**src/rtl/round_unit.sv**
```systemverilog
// round_unit: two-stage floating-point rounding pipeline with valid/ready flow control.
// Stage 1 decides the increment and forms Mant+inc, and stage 2 renormalises and detects overflow.
// Inf/NaN operands (exponent all-ones) pass through without rounding.
// Optional feature macro: ROUND_UNIT_DIRECTED_MODES_EN.
// When it is defined, all four rounding modes are honoured.
// When it is undefined, Mode is ignored and round-to-nearest-even is always used.
module round_unit #(
    parameter int MANT_W = 24,
    parameter int EXP_W  = 8
) (
    input  logic              Clk,
    input  logic              Rst,
    input  logic              InValid,
    output logic              InReady,
    input  logic              Sign,
    input  logic [EXP_W-1:0]  Exp,
    input  logic [MANT_W-1:0] Mant,
    input  logic              GuardBit,
    input  logic              RoundBit,
    input  logic              StickyBit,
    input  logic [1:0]        Mode,
    output logic              OutValid,
    input  logic              OutReady,
    output logic              OutSign,
    output logic [EXP_W-1:0]  OutExp,
    output logic [MANT_W-1:0] OutMant,
    output logic              Inexact,
    output logic              Overflow
);

    localparam logic [1:0] MODE_RNE = 2'b00;
    localparam logic [1:0] MODE_RTZ = 2'b01;
    localparam logic [1:0] MODE_RUP = 2'b10;

    // stage 1 registers
    logic              v1_q, v1_d;
    logic              sign1_q, sign1_d;
    logic [EXP_W-1:0]  exp1_q, exp1_d;
    logic              inx1_q, inx1_d;
    logic              byp1_q, byp1_d;
    logic [MANT_W:0]   sum1_q, sum1_d;

    // stage 2 registers (drive the outputs directly)
    logic              v2_q, v2_d;
    logic              sign2_q, sign2_d;
    logic [EXP_W-1:0]  exp2_q, exp2_d;
    logic [MANT_W-1:0] mant2_q, mant2_d;
    logic              inx2_q, inx2_d;
    logic              ovf2_q, ovf2_d;

    logic load1, load2, in_fire;
    logic any_discard, bypass, inc;
    logic carry;
    logic [EXP_W-1:0]  r_exp;
    logic [MANT_W-1:0] r_mant;
    logic              r_inx, r_ovf;

`ifndef ROUND_UNIT_DIRECTED_MODES_EN
    logic unused_mode;
    assign unused_mode = ^Mode;
`endif

    // Flow control: a stage may load when it is empty or when the stage after it moves on.
    always_comb begin
        load2   = !v2_q || OutReady;
        load1   = !v1_q || load2;
        InReady = !Rst && load1;
        in_fire = InValid && InReady;
    end

    // Stage 1: make the increment decision and form the widened sum.
    always_comb begin
        any_discard = GuardBit | RoundBit | StickyBit;
        bypass      = &Exp;
`ifdef ROUND_UNIT_DIRECTED_MODES_EN
        unique case (Mode)
            MODE_RNE: inc = GuardBit & (Mant[0] | RoundBit | StickyBit);
            MODE_RTZ: inc = 1'b0;
            MODE_RUP: inc = !Sign & any_discard;
            default:  inc = Sign & any_discard;
        endcase
`else
        inc = GuardBit & (Mant[0] | RoundBit | StickyBit);
`endif
        v1_d    = load1 ? in_fire : v1_q;
        sign1_d = sign1_q;
        exp1_d  = exp1_q;
        inx1_d  = inx1_q;
        byp1_d  = byp1_q;
        sum1_d  = sum1_q;
        if (in_fire) begin
            sign1_d = Sign;
            exp1_d  = Exp;
            inx1_d  = any_discard & !bypass;
            byp1_d  = bypass;
            sum1_d  = {1'b0, Mant} + {{MANT_W{1'b0}}, inc & !bypass};
        end
    end

    // Stage 2: renormalise on carry-out and saturate an all-ones exponent to infinity.
    always_comb begin
        carry  = sum1_q[MANT_W];
        r_exp  = exp1_q;
        r_mant = sum1_q[MANT_W-1:0];
        r_inx  = inx1_q;
        r_ovf  = 1'b0;
        if (!byp1_q) begin
            if (carry) begin
                r_exp  = exp1_q + {{(EXP_W-1){1'b0}}, 1'b1};
                r_mant = {1'b1, {(MANT_W-1){1'b0}}};
            end
            if (&r_exp) begin
                r_mant = '0;
                r_inx  = 1'b1;
                r_ovf  = 1'b1;
            end
        end
        v2_d    = load2 ? v1_q : v2_q;
        sign2_d = sign2_q;
        exp2_d  = exp2_q;
        mant2_d = mant2_q;
        inx2_d  = inx2_q;
        ovf2_d  = ovf2_q;
        if (load2 && v1_q) begin
            sign2_d = sign1_q;
            exp2_d  = r_exp;
            mant2_d = r_mant;
            inx2_d  = r_inx;
            ovf2_d  = r_ovf;
        end
    end

    // Pipeline registers with synchronous reset that discards in-flight beats.
    always_ff @(posedge Clk) begin
        if (Rst) begin
            v1_q    <= 1'b0;
            sign1_q <= 1'b0;
            exp1_q  <= '0;
            inx1_q  <= 1'b0;
            byp1_q  <= 1'b0;
            sum1_q  <= '0;
            v2_q    <= 1'b0;
            sign2_q <= 1'b0;
            exp2_q  <= '0;
            mant2_q <= '0;
            inx2_q  <= 1'b0;
            ovf2_q  <= 1'b0;
        end else begin
            v1_q    <= v1_d;
            sign1_q <= sign1_d;
            exp1_q  <= exp1_d;
            inx1_q  <= inx1_d;
            byp1_q  <= byp1_d;
            sum1_q  <= sum1_d;
            v2_q    <= v2_d;
            sign2_q <= sign2_d;
            exp2_q  <= exp2_d;
            mant2_q <= mant2_d;
            inx2_q  <= inx2_d;
            ovf2_q  <= ovf2_d;
        end
    end

    assign OutValid = v2_q;
    assign OutSign  = sign2_q;
    assign OutExp   = exp2_q;
    assign OutMant  = mant2_q;
    assign Inexact  = inx2_q;
    assign Overflow = ovf2_q;

endmodule

```
**config.mk**
```make
export PLATFORM = sky130hd
export DESIGN_NAME = round_unit
export DESIGN_NICKNAME = d
export VERILOG_FILES = /design/src/rtl/round_unit.sv
export SDC_FILE = /design/constraint.sdc
export NUM_CORES = 1
export LEC_CHECK = 0
export BUFFER_PORTS_ARGS = -buffer_cell sky130_fd_sc_hd__buf_2
export CAP_MARGIN = 10
export CORE_ASPECT_RATIO = 1.25
export CORE_MARGIN = 1.5
export CORE_UTILIZATION = 48
export CTS_CLUSTER_SIZE = 16
export DETAILED_ROUTE_END_ITERATION = 16
export GPL_TIMING_DRIVEN = 0
export MAX_ROUTING_LAYER = met4
export PLACE_DENSITY = 0.86
export SYNTH_ARGS = -nofsm -noshare
export SYNTH_HDL_FRONTEND = slang
export SYNTH_SLANG_ARGS = --single-unit
```
**constraint.sdc**
```tcl
create_clock -name Clk -period 2.1 [get_ports Clk]
set_clock_uncertainty 0.15 [all_clocks]
set_input_delay 0.105 -clock Clk [delete_from_list [all_inputs] [get_ports Clk]]
set_output_delay 0.105 -clock Clk [all_outputs]
set_load 0.02 [all_outputs]
```
==> results summary <==
The internal reg-to-reg setup slack came out at -0.01 ns. The logic gate share of total power came out at 14.2%. Global routing finished with a remaining overflow of 0.

The most numerous cell in the Yosys netlist is sky130_fd_sc_hd__dfxtp_1. The final total negative setup slack is -0.0103 ns. The first detailed-routing pass ran for 4 iterations. The total routing usage reported by global routing is 25.8%.

The worst hold path terminates at sum1_q[0]. STA classifies the critical path endpoint as a flop. CTS placed an instance of sky130_fd_sc_hd__clkbuf_8 at the clock tree root. Setup repair after global routing could not meet its margin everywhere. The xor/xnor cell area share of the yosys netlist came out at 8.05%. The total detailed-routing wirelength came out at 9120 um. The maximum number of pins on one net before global-route repair came out at 13. The synthesized netlist net count came out at 420.

The floorplan has 33 rows. The final non-filler cell area is 4420 sq um. The static leakage power came out at 0.00176 uW. The hold-critical path depth came out at 3. The worst setup path is of the reg -> reg kind.

The sequential share of power came out at 49.2%. The transition time at the pin with the least slew margin came out at 0.546 ns. The number of filler cells placed in the layout is 512. The last weighted congestion value of the routability-driven placer came out at 0.878.

Summing the areas of all fa, ha and maj instances in the mapped netlist gives 1.53% of the synthesized area. The worst max-slew margin expressed relative to the limit is 63.6%. The number of global-route vias before repair is 3102. The final core utilization came out at 67.3%. The largest area contributor in the netlist is sky130_fd_sc_hd__dfxtp_1. Counting flops with an async set or reset pin after synthesis yields a share of 0%. The total clock buffers created by CTS is 9.

In the final routed layout, each cell accounts on average for 15.4 um. The switching share of power came out at 26.0%. Setup violations remaining at the end of the flow were counted as 2. By count the netlist is led by 73 x sky130_fd_sc_hd__dfxtp_1, 55 x sky130_fd_sc_hd__nand2_1, 32 x sky130_fd_sc_hd__o21ai_0.

The count of warnings emitted by yosys is 0. The final net count came out at 547. Yosys attributes the largest share of cell area to sky130_fd_sc_hd__dfxtp_1 45%, sky130_fd_sc_hd__a32o_1 7.1%, sky130_fd_sc_hd__nand2_1 6.3%. The starting DRC count in detailed routing came out at 216.

The multi-input combinational cell area is 1740 sq um. The synthesized area is 3260 sq um. Subtracting the final worst setup slack from the clock period gives 2.11 ns. The standard cell core area is 6570 sq um. IR analysis of the VDD net gives a maximum drop of 0.390 mV. The floorplan die width is 76.8 um. The vertical die dimension is 95.2 um.

The data arrival time of the critical path came out at 2.20 ns. The startpoint identified for the worst hold timing path is Mant[0]. The number of ports placed on the die boundary came out at 79.

The smallest setup slack after layout came out at -0.0102 ns. The top flip-flop cell by instance count after synthesis is sky130_fd_sc_hd__dfxtp_1. TritonCTS built the clock tree. The number of diodes added for antenna fixing came out at 0.

After synthesis the netlist holds a flip-flop and latch count of 73. The H-tree depth came out at 3. The number of cells on the worst reg-to-reg path is 7. The final critical path takes up 100% of the cycle. The synthesized netlist devotes 23.8% of its cell area to simple gates.

The maximum fanout along the worst path came out at 10. The run finished, with violations left. After clock tree synthesis, the clock-pin slew on the worst setup and hold paths is 0.08 ns. The min-delay analysis places its worst path in the category in -> reg. The kind of start point of the critical path is a flop.

The mux cell area share after synthesis came out at 0.997%. The total die area came out at 7310 sq um. The placed cell area is 3760 sq um. The number of max-slew violations in the final report was 0. The starting density of the core is 49.7%. Before CTS, the worst setup slack after placement is -0.339 ns. The sequential fraction of the synthesis area came out at 44.8%.

Summing over every cut layer, the via total after detailed routing is 3291. The internal power is 2260 uW. The share of the synthesized area in the top cell type is 44.8%. The number of max-cap violations is 0. The required time at the endpoint of the critical path came out at 2.19 ns.

The number of enable-type register cells in the synthesized netlist is 0. Per report_power, the clock group accounts for 36.6% of the total. Summing all flip-flop and latch instances after layout gives 1470 sq um. The count of unique library cells instantiated by Yosys is 37. The clock passes through at most 2 buffers. The clock drives 73 sinks. The fmax came out at 474 MHz.

The power density normalized to cell area came out at 691 nW/um^2. The layout overhead on the synthesized area came out at 35.3%. Clock latency on the worst-skew pair, taken at its later pin, is 0.35 ns. After synthesis, the mean cell area works out to 8.73 sq um. The worst register-to-register path begins at exp1_q[0]. The detailed-placement wirelength estimate came out at 5930 um. The via density per instance came out at 5.55.

After detailed routing, the number of remaining DRC violations is 0. The number of antenna violations at the first check in global routing is 0. The checks that failed: setup timing. After synthesis, the largest family of logic cells by area is simple AND/OR/NAND/NOR gates. The first global-routing pass estimated 14300 um of wire. The share of layout cells above drive strength 1 came out at 23.3%. The complex-gate fraction of the synthesized area is 17.1%. The number of buffers added on ports came out at 76.

The final number of hold-violating endpoints was 0. The number of instances in the synthesized netlist came out at 374. The minimum hold slack came out at 0.0229 ns. The remaining antenna violation count after routing is 0. In this run the critical register-to-register path is captured at OutMant[11]. The net switching power figure came out at 793 uW.
==> layout by cell type, fill, tap and decap left out, drive strengths merged, types with 2 or more instances in the layout <==
master | netlist | routed
nor2 | 24 | 24
dlygate4sd3 | 0 | 34
xnor2 | 10 | 10
nand4 | 13 | 13
a21oi | 8 | 8
inv | 6 | 6
ha | 4 | 4
o21ai | 33 | 33
nor2b | 26 | 26
and3 | 4 | 4
o31ai | 2 | 2
clkinv | 0 | 4
mux2 | 2 | 2
nor4 | 6 | 6
buf | 4 | 86
xor2 | 20 | 20
clkbuf | 18 | 29
nand3 | 18 | 18
a211oi | 7 | 7
a32o | 23 | 23
dfxtp | 73 | 73
nor3 | 7 | 7
nand2 | 55 | 55
==> per-layer routing <==
layer	track usage (%)	wire, um	part of all wire (%)
met4	13.1	265	2.9
met5	-	0	0
met3	3.92	465	5.1
met2	46.7	4840	53
met1	27.4	3550	39
==> power groups by stage <==
stage	clock (uW)	combinational, uW	sequential, uW
final	1120	433	1500
after global routing	1180	469	1510
after CTS	1120	416	1500
after detailed placement	0	358	1530
after global placement	0	344	1530
after floorplan	0	187	1560
==> metrics by stage <==
stage | std cells | total power (uW)
global route | 593 | 3160
global placement | 537 | 1870
CTS | 592 | 3040
finish | 593 | 3050
detailed placement | 537 | 1890
floorplan | 374 | 1740
==> sequential cells by signal, summed over array words and instances, names as in the netlist <==
signal	flops
inx1_q	1
v1_q	1
OutValid	1
OutSign	1
byp1_q	1
sign1_q	1
OutMant	24
Overflow	1
exp1_q	8
Inexact	1
sum1_q	25
OutExp	8
==> cell families after synthesis <==
group | after synthesis
adders and majority gates | 4
DFF | 73
and+or+nand+nor | 157
AOI/OAI and AO/OA | 79
muxes | 3
buffers and inverters | 28
xor gates and xnor gates | 30
==> worst max path at each step <==
| stage | start | end | slack, ns | cells after the start |
|---|---|---|---|---|
| after floorplan | exp1_q[1] | OutMant[11] | 0.12 | 7 |
| after global placement | Exp[5] | sum1_q[20] | -0.26 | 11 |
| after detailed placement | Exp[5] | sum1_q[20] | -0.34 | 11 |
| after CTS | Exp[5] | sum1_q[20] | 0.01 | 11 |
| after global routing | exp1_q[0] | OutMant[11] | -0.07 | 7 |
| final | exp1_q[0] | OutMant[11] | -0.01 | 7 |
==> final cells by class <==
| cell class | count | area share, % |
|---|---|---|
| Tap cell | 87 | 2.47 |
| Inverter | 6 | 0.510 |
| Buffer | 22 | 2.35 |
| Multi-Input combinational cell | 273 | 39.4 |
| Clock inverter | 5 | 1.22 |
| Sequential cell | 73 | 33.2 |
| Clock buffer | 11 | 3.43 |
| Timing Repair Buffer | 116 | 17.4 |
==> critical path: stages, from the launching register on <==
cell                      delay, ns
sky130_fd_sc_hd__dfxtp_4       0.36
sky130_fd_sc_hd__ha_4          0.17
sky130_fd_sc_hd__xnor2_2       0.12
sky130_fd_sc_hd__o32a_1        0.38
sky130_fd_sc_hd__nor4_4        0.24
sky130_fd_sc_hd__o21ai_4       0.15
sky130_fd_sc_hd__buf_6         0.18
sky130_fd_sc_hd__a32o_1        0.25
==> repair_timing <==
item | 4_1_cts | 5_1_grt
hold buffers | 34 | 0
pin swaps | 0 | 1
setup endpoints to repair | 20 | 33
setup buffers | 4 | 1
endpoints found under the hold margin | 34 | 0
cloned | 1 | 0
resized for setup | 4 | 12
No activity file was read; power rests on OpenSTA's default activity.
